**config.mk**
```make
export PLATFORM = sky130hd
export DESIGN_NAME = mem_store_buffer
export DESIGN_NICKNAME = d
export VERILOG_FILES = /design/src/rtl/mem_store_buffer.sv
export SDC_FILE = /design/constraint.sdc
export NUM_CORES = 1
export LEC_CHECK = 0
export CORE_ASPECT_RATIO = 0.8
export CORE_MARGIN = 3
export CORE_UTILIZATION = 40
export DETAILED_ROUTE_END_ITERATION = 7
export HOLD_SLACK_MARGIN = 0.15
export PLACE_DENSITY_LB_ADDON = 0.3
export RECOVER_POWER = 50
export SLEW_MARGIN = 20
export SYNTH_ARGS = -nofsm -noshare
export SYNTH_HDL_FRONTEND = slang
export SYNTH_SLANG_ARGS = --single-unit
```
**constraint.sdc**
```tcl
create_clock -name clk -period 8.8 [get_ports clk]
set_input_delay 0.88 -clock clk [delete_from_list [all_inputs] [get_ports clk]]
set_output_delay 0.88 -clock clk [all_outputs]
set_load 0.01 [all_outputs]
```
**src/rtl/mem_store_buffer.sv**
```systemverilog
// rtl/mem_store_buffer.sv - store buffer draining committed stores to the data SRAM port
// Optional feature macro STORE_MERGE_EN: same-word stores coalesce into the tail entry.
module mem_store_buffer #(
   parameter int DEPTH_LOG2 = 2
) (
   input  logic        clk,
   input  logic        rst,
   input  logic        st_valid,
   output logic        st_ready,
   input  logic [3:0]  st_wen,
   input  logic [31:0] st_addr,
   input  logic [31:0] st_wdata,
   input  logic        ld_en,
   input  logic [31:0] ld_addr,
   output logic        ld_stall,
   output logic        buf_empty,
   output logic        data_sram_en,
   output logic [3:0]  data_sram_wen,
   output logic [31:0] data_sram_addr,
   output logic [31:0] data_sram_wdata
);
   localparam int DEPTH = 1 << DEPTH_LOG2;
   localparam logic [DEPTH_LOG2:0] FULL_CNT = (DEPTH_LOG2+1)'(DEPTH);
   localparam logic [DEPTH_LOG2:0] ONE_CNT  = (DEPTH_LOG2+1)'(1);

   logic [29:0]           addr_q  [DEPTH];
   logic [3:0]            wen_q   [DEPTH];
   logic [31:0]           wdata_q [DEPTH];
   logic [DEPTH_LOG2-1:0] rd_ptr_q, rd_ptr_d, wr_ptr_q, wr_ptr_d;
   logic [DEPTH_LOG2:0]   count_q, count_d;
   logic [DEPTH_LOG2-1:0] offs;
   logic                  full, accept, alloc, drain, hit, match, merge;
   logic                  unused_ok;

   assign unused_ok = ^{st_addr[1:0], ld_addr[1:0]};
   assign full      = (count_q == FULL_CNT);
   assign accept    = st_valid && !full;
   assign st_ready  = !rst && !full;
   assign buf_empty = !rst && (count_q == '0);

   // An entry is live when its distance from the head is below count.
   always_comb begin
      hit  = 1'b0;
      offs = '0;
      for (int i = 0; i < DEPTH; i++) begin
         offs = DEPTH_LOG2'(i) - rd_ptr_q;
         if ({1'b0, offs} < count_q && addr_q[i] == ld_addr[31:2])
            hit = 1'b1;
      end
   end

   assign match = ld_en && (hit || (accept && st_addr[31:2] == ld_addr[31:2]));

   always_comb begin
      drain           = 1'b0;
      ld_stall        = 1'b0;
      data_sram_en    = 1'b0;
      data_sram_wen   = 4'h0;
      data_sram_addr  = 32'h0;
      data_sram_wdata = 32'h0;
      if (full) begin
         ld_stall = ld_en;
         drain    = 1'b1;
      end else if (match) begin
         ld_stall = 1'b1;
         drain    = (count_q != '0);
      end else if (ld_en) begin
         data_sram_en   = 1'b1;
         data_sram_addr = {ld_addr[31:2], 2'b00};
      end else if (count_q != '0) begin
         drain = 1'b1;
      end
      if (drain) begin
         data_sram_en    = 1'b1;
         data_sram_wen   = wen_q[rd_ptr_q];
         data_sram_addr  = {addr_q[rd_ptr_q], 2'b00};
         data_sram_wdata = wdata_q[rd_ptr_q];
      end
      if (rst) begin
         drain           = 1'b0;
         ld_stall        = 1'b0;
         data_sram_en    = 1'b0;
         data_sram_wen   = 4'h0;
         data_sram_addr  = 32'h0;
         data_sram_wdata = 32'h0;
      end
   end

`ifdef STORE_MERGE_EN
   logic [DEPTH_LOG2-1:0] tail_ptr;
   assign tail_ptr = wr_ptr_q - DEPTH_LOG2'(1);
   // With one entry the tail is the head, so merging is only safe when it is not leaving.
   assign merge = accept && addr_q[tail_ptr] == st_addr[31:2] &&
                  (count_q > ONE_CNT || (count_q == ONE_CNT && !drain));
`else
   assign merge = 1'b0;
`endif
   assign alloc = accept && !merge;

   assign rd_ptr_d = rd_ptr_q + DEPTH_LOG2'(drain);
   assign wr_ptr_d = wr_ptr_q + DEPTH_LOG2'(alloc);
   assign count_d  = count_q + (DEPTH_LOG2+1)'(alloc) - (DEPTH_LOG2+1)'(drain);

   always_ff @(posedge clk) begin
      if (rst) begin
         rd_ptr_q <= '0;
         wr_ptr_q <= '0;
         count_q  <= '0;
      end else begin
         rd_ptr_q <= rd_ptr_d;
         wr_ptr_q <= wr_ptr_d;
         count_q  <= count_d;
      end
   end

   always_ff @(posedge clk) begin
      if (alloc) begin
         addr_q[wr_ptr_q]  <= st_addr[31:2];
         wen_q[wr_ptr_q]   <= st_wen;
         wdata_q[wr_ptr_q] <= st_wdata;
      end
`ifdef STORE_MERGE_EN
      if (merge) begin
         wen_q[tail_ptr] <= wen_q[tail_ptr] | st_wen;
         for (int b = 0; b < 4; b++)
            if (st_wen[b])
               wdata_q[tail_ptr][8*b +: 8] <= st_wdata[8*b +: 8];
      end
`endif
   end
endmodule
```
==> out/qor.yml, run 1 <==
finish:
  multi_input_area_um2: 4410
  area_growth_pct: 22.9
  regArea_um2: 8080
  final_nets: 1080
  fin_util_pct: 50.8
  fillers: 2693
  fin_area_um2: 15700
  drive_gt1_share_pct: 13.1
clock_tree:
  clock_sinks: 271
  cts.clk_slew.worst_paths_ps: 60
  htreeDepth: 1
  cts_buffers: 30
  cts.path.max_buffers: 3
  cts_resized: 0
  hold_buffers: 0
  cts_tree: "built"
  cts-root-buf: "clkbuf_16"
  cts_setup_buffers: 0
  insertion_delay_ps: 550
critical_path:
  critPathLaunch: "rd_ptr_q[1]"
  worstSetupStartpointType: "flop"
  cp_top_family: "buffers and inverters"
  endpoint_kind: "primary output"
  path_cells: "buf_4, xnor2_1, ha_1, a2111o_1, a2111oi_2, nand4_1, nand4_1, buf_4, o21ai_0, a21oi_1, clkdlybuf4s50_1"
  critical_path.max_fanout: 38
  critPathKind: "flop to primary output"
  arrival_ps: 4910
  critPathCapture: "data_sram_addr[29]"
  timing.critical_path.buf_inv: 3
  worstSetupPathDepth: 11
  r2r_slack_ps: 4010
  crit_slowest_cell: "dfxtp_4"
  timing.rr.end: "count_q[2]"
  cpPeakStageDelay_ps: 690
  worst_r2r_path_depth: 16
  required_ps: 7920
  timing.rr.start: "rd_ptr_q[1]"
sta:
  slew_viol_final: 23
  rsz0062_at_grt: "no"
  finalSetupViolCount: 0
  slew_headroom_pct: -2.33
  clock-skew-final_ps: 15.9
  timing.final.crit_share_pct: 65.8
  hold_viol: 0
  max_freq_mhz: 173
  worst_slew_pin_slew_ps: 1530
  setup_ws_ps: 3010
  period_minus_slack_ps: 5790
  finalSetupTns_ps: 0
grt:
  grt_busiest_layer: "met2"
  grt_use_total_pct: 19.5
  grt_max_degree: 47
  grt_pass1_vias: 7829
  antenna_found_initial: 10
  globalRouteMet2Util_pct: 29.5
  met1_usage_pct: 27.9
  grt_pass1_wl_um: 50000
  grt_use_met3_pct: 6.09
  grt.overflow.total: 0
die:
  io_pins: 176
  die_area_um2: 34200
  die_y_um: 166
  fp-row-count: 57
  coreArea_um2: 31000
  start_util_pct: 41.3
  die_x_um: 206
drt:
  drt_wl_total_um: 33500
  drt_first_pass_iters: 5
  drc_errors: 0
  ant_nets: 0
  vias: 7660
  drt-wirelength-per-cell_um: 23.7
  drt-initial-drc-count: 694
  via_per_inst: 5.43
synthesis:
  netlist_instances: 830
  yosys_warnings: 0
  ys_async_sr_fraction_pct: 0
  yosys-top-cells-area: "edfxtp_1, mux4_2, xnor2_1, nor2b_1, xor2_1"
  yosysMostFrequentCell: "edfxtp_1"
  synth_seq_cells: 271
  yosysSeqAreaShare_pct: 63.1
  synth_edf_count: 264
  synth_common_cells: "edfxtp_1, xnor2_1, nor2b_1, mux4_2, clkbuf_1"
  syn-cell-area_um2: 12800
  ys_types: 36
  synth_flop_cell: "edfxtp_1"
  netlist.area_leader.share_pct: 62.0
  synth_top_area_cell: "edfxtp_1"
  synth.avg_cell_area_um2: 15.4
outcome:
  violations: "capacitance limit, slew limit"
  outcome: "finished, violations left"
power:
  peakVddDrop_v: 0.000185
  p_leak_nw: 4.81
  power.density_nw_per_um2: 258
placed_design:
  place_worst_setup_slack_ps: 3530
  place_congestion: 0.867
  placed_cell_area_um2: 14800
  port_buffers: 169
  dpl.hpwl_um: 22100
run:
  max_cap_violations: 1
worst_hold_path:
  hp-class: "flop to flop"
state kept, by name (all words and copies together) (netlist names):
name and flops:
wr_ptr_q 2, rd_ptr_q 2, wen_q 16, count_q 3, wdata_q 128, addr_q 120
cell type report:
| type | instances | area share (%) |
|---|---|---|
| antenna | 4 | 0.0636 |
| clock buffer | 34 | 5.00 |
| clock inverter | 22 | 0.835 |
| inverter | 7 | 0.167 |
| multi-input combinational | 478 | 28.0 |
| sequential | 271 | 51.3 |
| tap | 413 | 3.29 |
| timing repair buffer | 181 | 11.2 |
cell usage in the layout (no fill, tap or decap), drive strengths merged, types with 5 or more instances in the layout:
| cell | n |
|---|---|
| nor3 | 5 |
| o21ai | 31 |
| dfxtp | 7 |
| mux4 | 66 |
| nor2b | 70 |
| nor2 | 8 |
| xnor2 | 126 |
| nand4 | 31 |
| dlygate4sd3 | 67 |
| a21oi | 34 |
| edfxtp | 264 |
| clkbuf | 36 |
| clkdlybuf4s50 | 101 |
| nand2 | 6 |
| xor2 | 29 |
| ha | 6 |
| buf | 11 |
| nor4 | 11 |
| inv | 7 |
| nand3 | 36 |
| clkinv | 20 |
kinds of logic after synthesis:
logic type                 after synthesis  synth area share (%)
AOI/OAI and AO/OA                       72                  3.14
DFF                                    271                  63.1
other                                    1                0.0293
muxes                                   68                  11.8
xor gates and xnor gates               155                  10.6
and+or+nand+nor                        174                  7.90
adders and majority gates                7                 0.743
buffers and inverters                   82                  2.73
metal layers:
metal	vias to the layer above	routed length [µm]
met5	-	82
met1	3867	14300
met4	12	621
met3	55	3220
met2	302	15200
li1	3424	-
through the flow:
| stage | total power, W | std cells | hold WS (ps) |
|---|---|---|---|
| after global placement | 0.00294 | 1350 | 573 |
| after detailed placement | 0.00295 | 1350 | 581 |
| after CTS | 0.00412 | 1406 | 589 |
| final | 0.00406 | 1410 | 568 |
| after global routing | 0.00427 | 1408 | 613 |
| after floorplan | 0.00250 | 831 | 529 |
worst min path at each step:
stage / start / to / slack (ps) / cells after the start
2_1_floorplan: wr_ptr_q[1] / wr_ptr_q[1] / 530 / 2
3_3_place_gp: wr_ptr_q[1] / wr_ptr_q[1] / 570 / 2
3_5_place_dp: wr_ptr_q[1] / wr_ptr_q[1] / 580 / 2
4_1_cts: wr_ptr_q[1] / wr_ptr_q[1] / 590 / 2
5_1_grt: wr_ptr_q[1] / wr_ptr_q[1] / 610 / 2
6_report: wr_ptr_q[1] / wr_ptr_q[1] / 570 / 2
report_power, final:
part           internal (W)  switching, W
logic              0.000609      0.000582
registers           0.00158      0.000130
clock network      0.000666      0.000493
total               0.00286       0.00121
tightest hold or removal path, cell delays in order (launching register included):
cell	delay, ps
dfxtp_1	350
xnor2_1	140
nor2_1	30
Note: power is estimated with default switching activity, not from simulation.
==> run 2, diff against run 1 <==
- clock period: 8.8 -> 5.1 ns (I/O delays scaled with it)
==> out/qor.yml, run 2 (synthesis results as in run 1) <==
die:
  io_pins: 176
  coreArea_um2: 31000
  die_y_um: 166
  die_x_um: 206
  die_area_um2: 34200
  start_util_pct: 41.3
  fp-row-count: 57
placed_design:
  dpl.hpwl_um: 22700
  place_congestion: 0.840
  port_buffers: 169
clock_tree:
  cts_tree: "built"
  cts.clk_slew.worst_paths_ps: 60
  hold_buffers: 0
  cts-root-buf: "clkbuf_16"
  clock_sinks: 271
  cts.path.max_buffers: 3
  cts_buffers: 28
  cts_resized: 0
  cts_setup_buffers: 0
  htreeDepth: 1
  insertion_delay_ps: 530
grt:
  grt_use_total_pct: 19.6
  grt_max_degree: 49
  grt_pass1_wl_um: 50600
  grt_pass1_vias: 8005
  antenna_found_initial: 6
  grt.overflow.total: 0
sta:
  worst_hold_slack_ps: 561
  clock-skew-final_ps: 13.0
  hold_viol: 0
  period_minus_slack_ps: 4610
  max_freq_mhz: 217
  slew_headroom_pct: -6.09
  finalSetupViolCount: 0
  finalSetupTns_ps: 0
  worst_slew_pin_slew_ps: 1590
  timing.final.crit_share_pct: 90.4
  slew_viol_final: 23
  rsz0062_at_grt: "no"
critical_path:
  timing.rr.start: "count_q[2]"
  worstSetupStartpointType: "flop"
  endpoint_kind: "primary output"
  cp_top_family: "simple AND/OR/NAND/NOR gates"
  critPathKind: "flop to primary output"
  path_cells: "or3b_2, nand2_1, nor4_1, nand4_1, and3_1, buf_4, nand3_1, a21oi_1, clkdlybuf4s50_1"
  arrival_ps: 4100
  required_ps: 4590
  crit_slowest_cell: "and3_1"
  timing.critical_path.buf_inv: 2
  critical_path.max_fanout: 22
  critPathLaunch: "count_q[2]"
  cpPeakStageDelay_ps: 960
drt:
  drt-wirelength-per-cell_um: 23.8
  ant_nets: 0
  via_per_inst: 5.39
  drt_first_pass_iters: 5
  drt_wl_total_um: 33600
  drc_errors: 0
  vias: 7612
  drt-initial-drc-count: 710
power:
  power.density_nw_per_um2: 446
  p_leak_nw: 4.85
  peakVddDrop_v: 0.000298
worst_hold_path:
  hold_start: "rst"
  hp-class: "input pin to flop"
finish:
  final_cell_mix: "edfxtp_1, xnor2_1, clkdlybuf4s50_1"
  final_common_cell: "edfxtp_1"
  largestRegisters: "wdata_q (128), addr_q (120), wen_q (16)"
  fillers: 2654
  largest_reg_flops: 128
  final_nets: 1088
  top_register: "wdata_q"
  area_growth_pct: 23.5
  drive_gt1_share_pct: 13.7
outcome:
  violations: "capacitance limit, slew limit"
  outcome: "finished, violations left"
run:
  max_cap_violations: 1
## run 2: cell count changes in the layout (fill, tap and decap cells not counted)
cell,delta
clkinv_2,-2
clkbuf_1,+1
and3_2,-1
clkbuf_16,-2
clkinv_4,-1
bufinv_16,+2
clkdlybuf4s50_1,+1
buf_12,+2
and3_1,+1
buf_4,+8
diode_2,-2
clkinv_1,-5
dlygate4sd3_1,-1
## run 2: layout make-up
class                           count  area [µm²]  share of cell area (%)
Inverter                            7        26.3                   0.166
Tap cell                          413         517                    3.27
Multi-Input combinational cell    478        4410                    27.9
Antenna cell                        2        5.00                  0.0317
Sequential cell                   271        8080                    51.1
Timing Repair Buffer              191        1870                    11.8
Clock inverter                     16         154                   0.974
Clock buffer                       33         741                    4.69
## run 2: stage by stage
stage | total power [W] | instance area [µm²] | instances | utilization, % | setup slack (ps)
floorplan | 0.00430 | 12800 | 831 | - | 907
global placement | 0.00510 | 14900 | 1360 | 48.2 | 618
detailed placement | 0.00512 | 14900 | 1360 | 48.2 | 632
CTS | 0.00713 | 15800 | 1409 | 51.1 | 392
global route | 0.00738 | 15800 | 1409 | 51.0 | 305
finish | 0.00704 | 15800 | 1411 | 51.0 | 491
## run 2: worst min-delay path, stage by stage
cell,delay (ps)
buf_2,110
buf_4,290
nor2_1,150
## run 2: path summary, 6_finish.rpt
check | to | slack, ps | cells after the start
setup / recovery | data_sram_addr[23] | 490 | 9
hold / removal | count_q[1] | 560 | 3
setup reg to reg | count_q[2] | 1190 | 14
hold reg to reg | wr_ptr_q[1] | 580 | 2
## run 2: layer usage
| layer | global-route usage (%) | share of wire [%] | wire [µm] | vias to the layer above |
|---|---|---|---|---|
| li1 | - | - | - | 3430 |
| met1 | 28.1 | 43 | 14500 | 3824 |
| met2 | 30.4 | 46 | 15300 | 297 |
| met3 | 5.25 | 9.2 | 3090 | 51 |
| met4 | 3.83 | 1.8 | 619 | 10 |
| met5 | 0 | 0.15 | 52 | - |
## run 2: report_power, final
group | internal [W] | switching (W) | leakage [nW]
Sequential | 0.00273 | 0.000124 | 2.48
Combinational | 0.00108 | 0.00112 | 1.94
Clock | 0.00118 | 0.000814 | 0.438
==> run 3, diff against run 2 <==
- ABC_CLOCK_PERIOD_IN_PS: default -> 5100
==> results of run 3 <==
No change in the layout: final DEF, timing and power equal those of run 2.
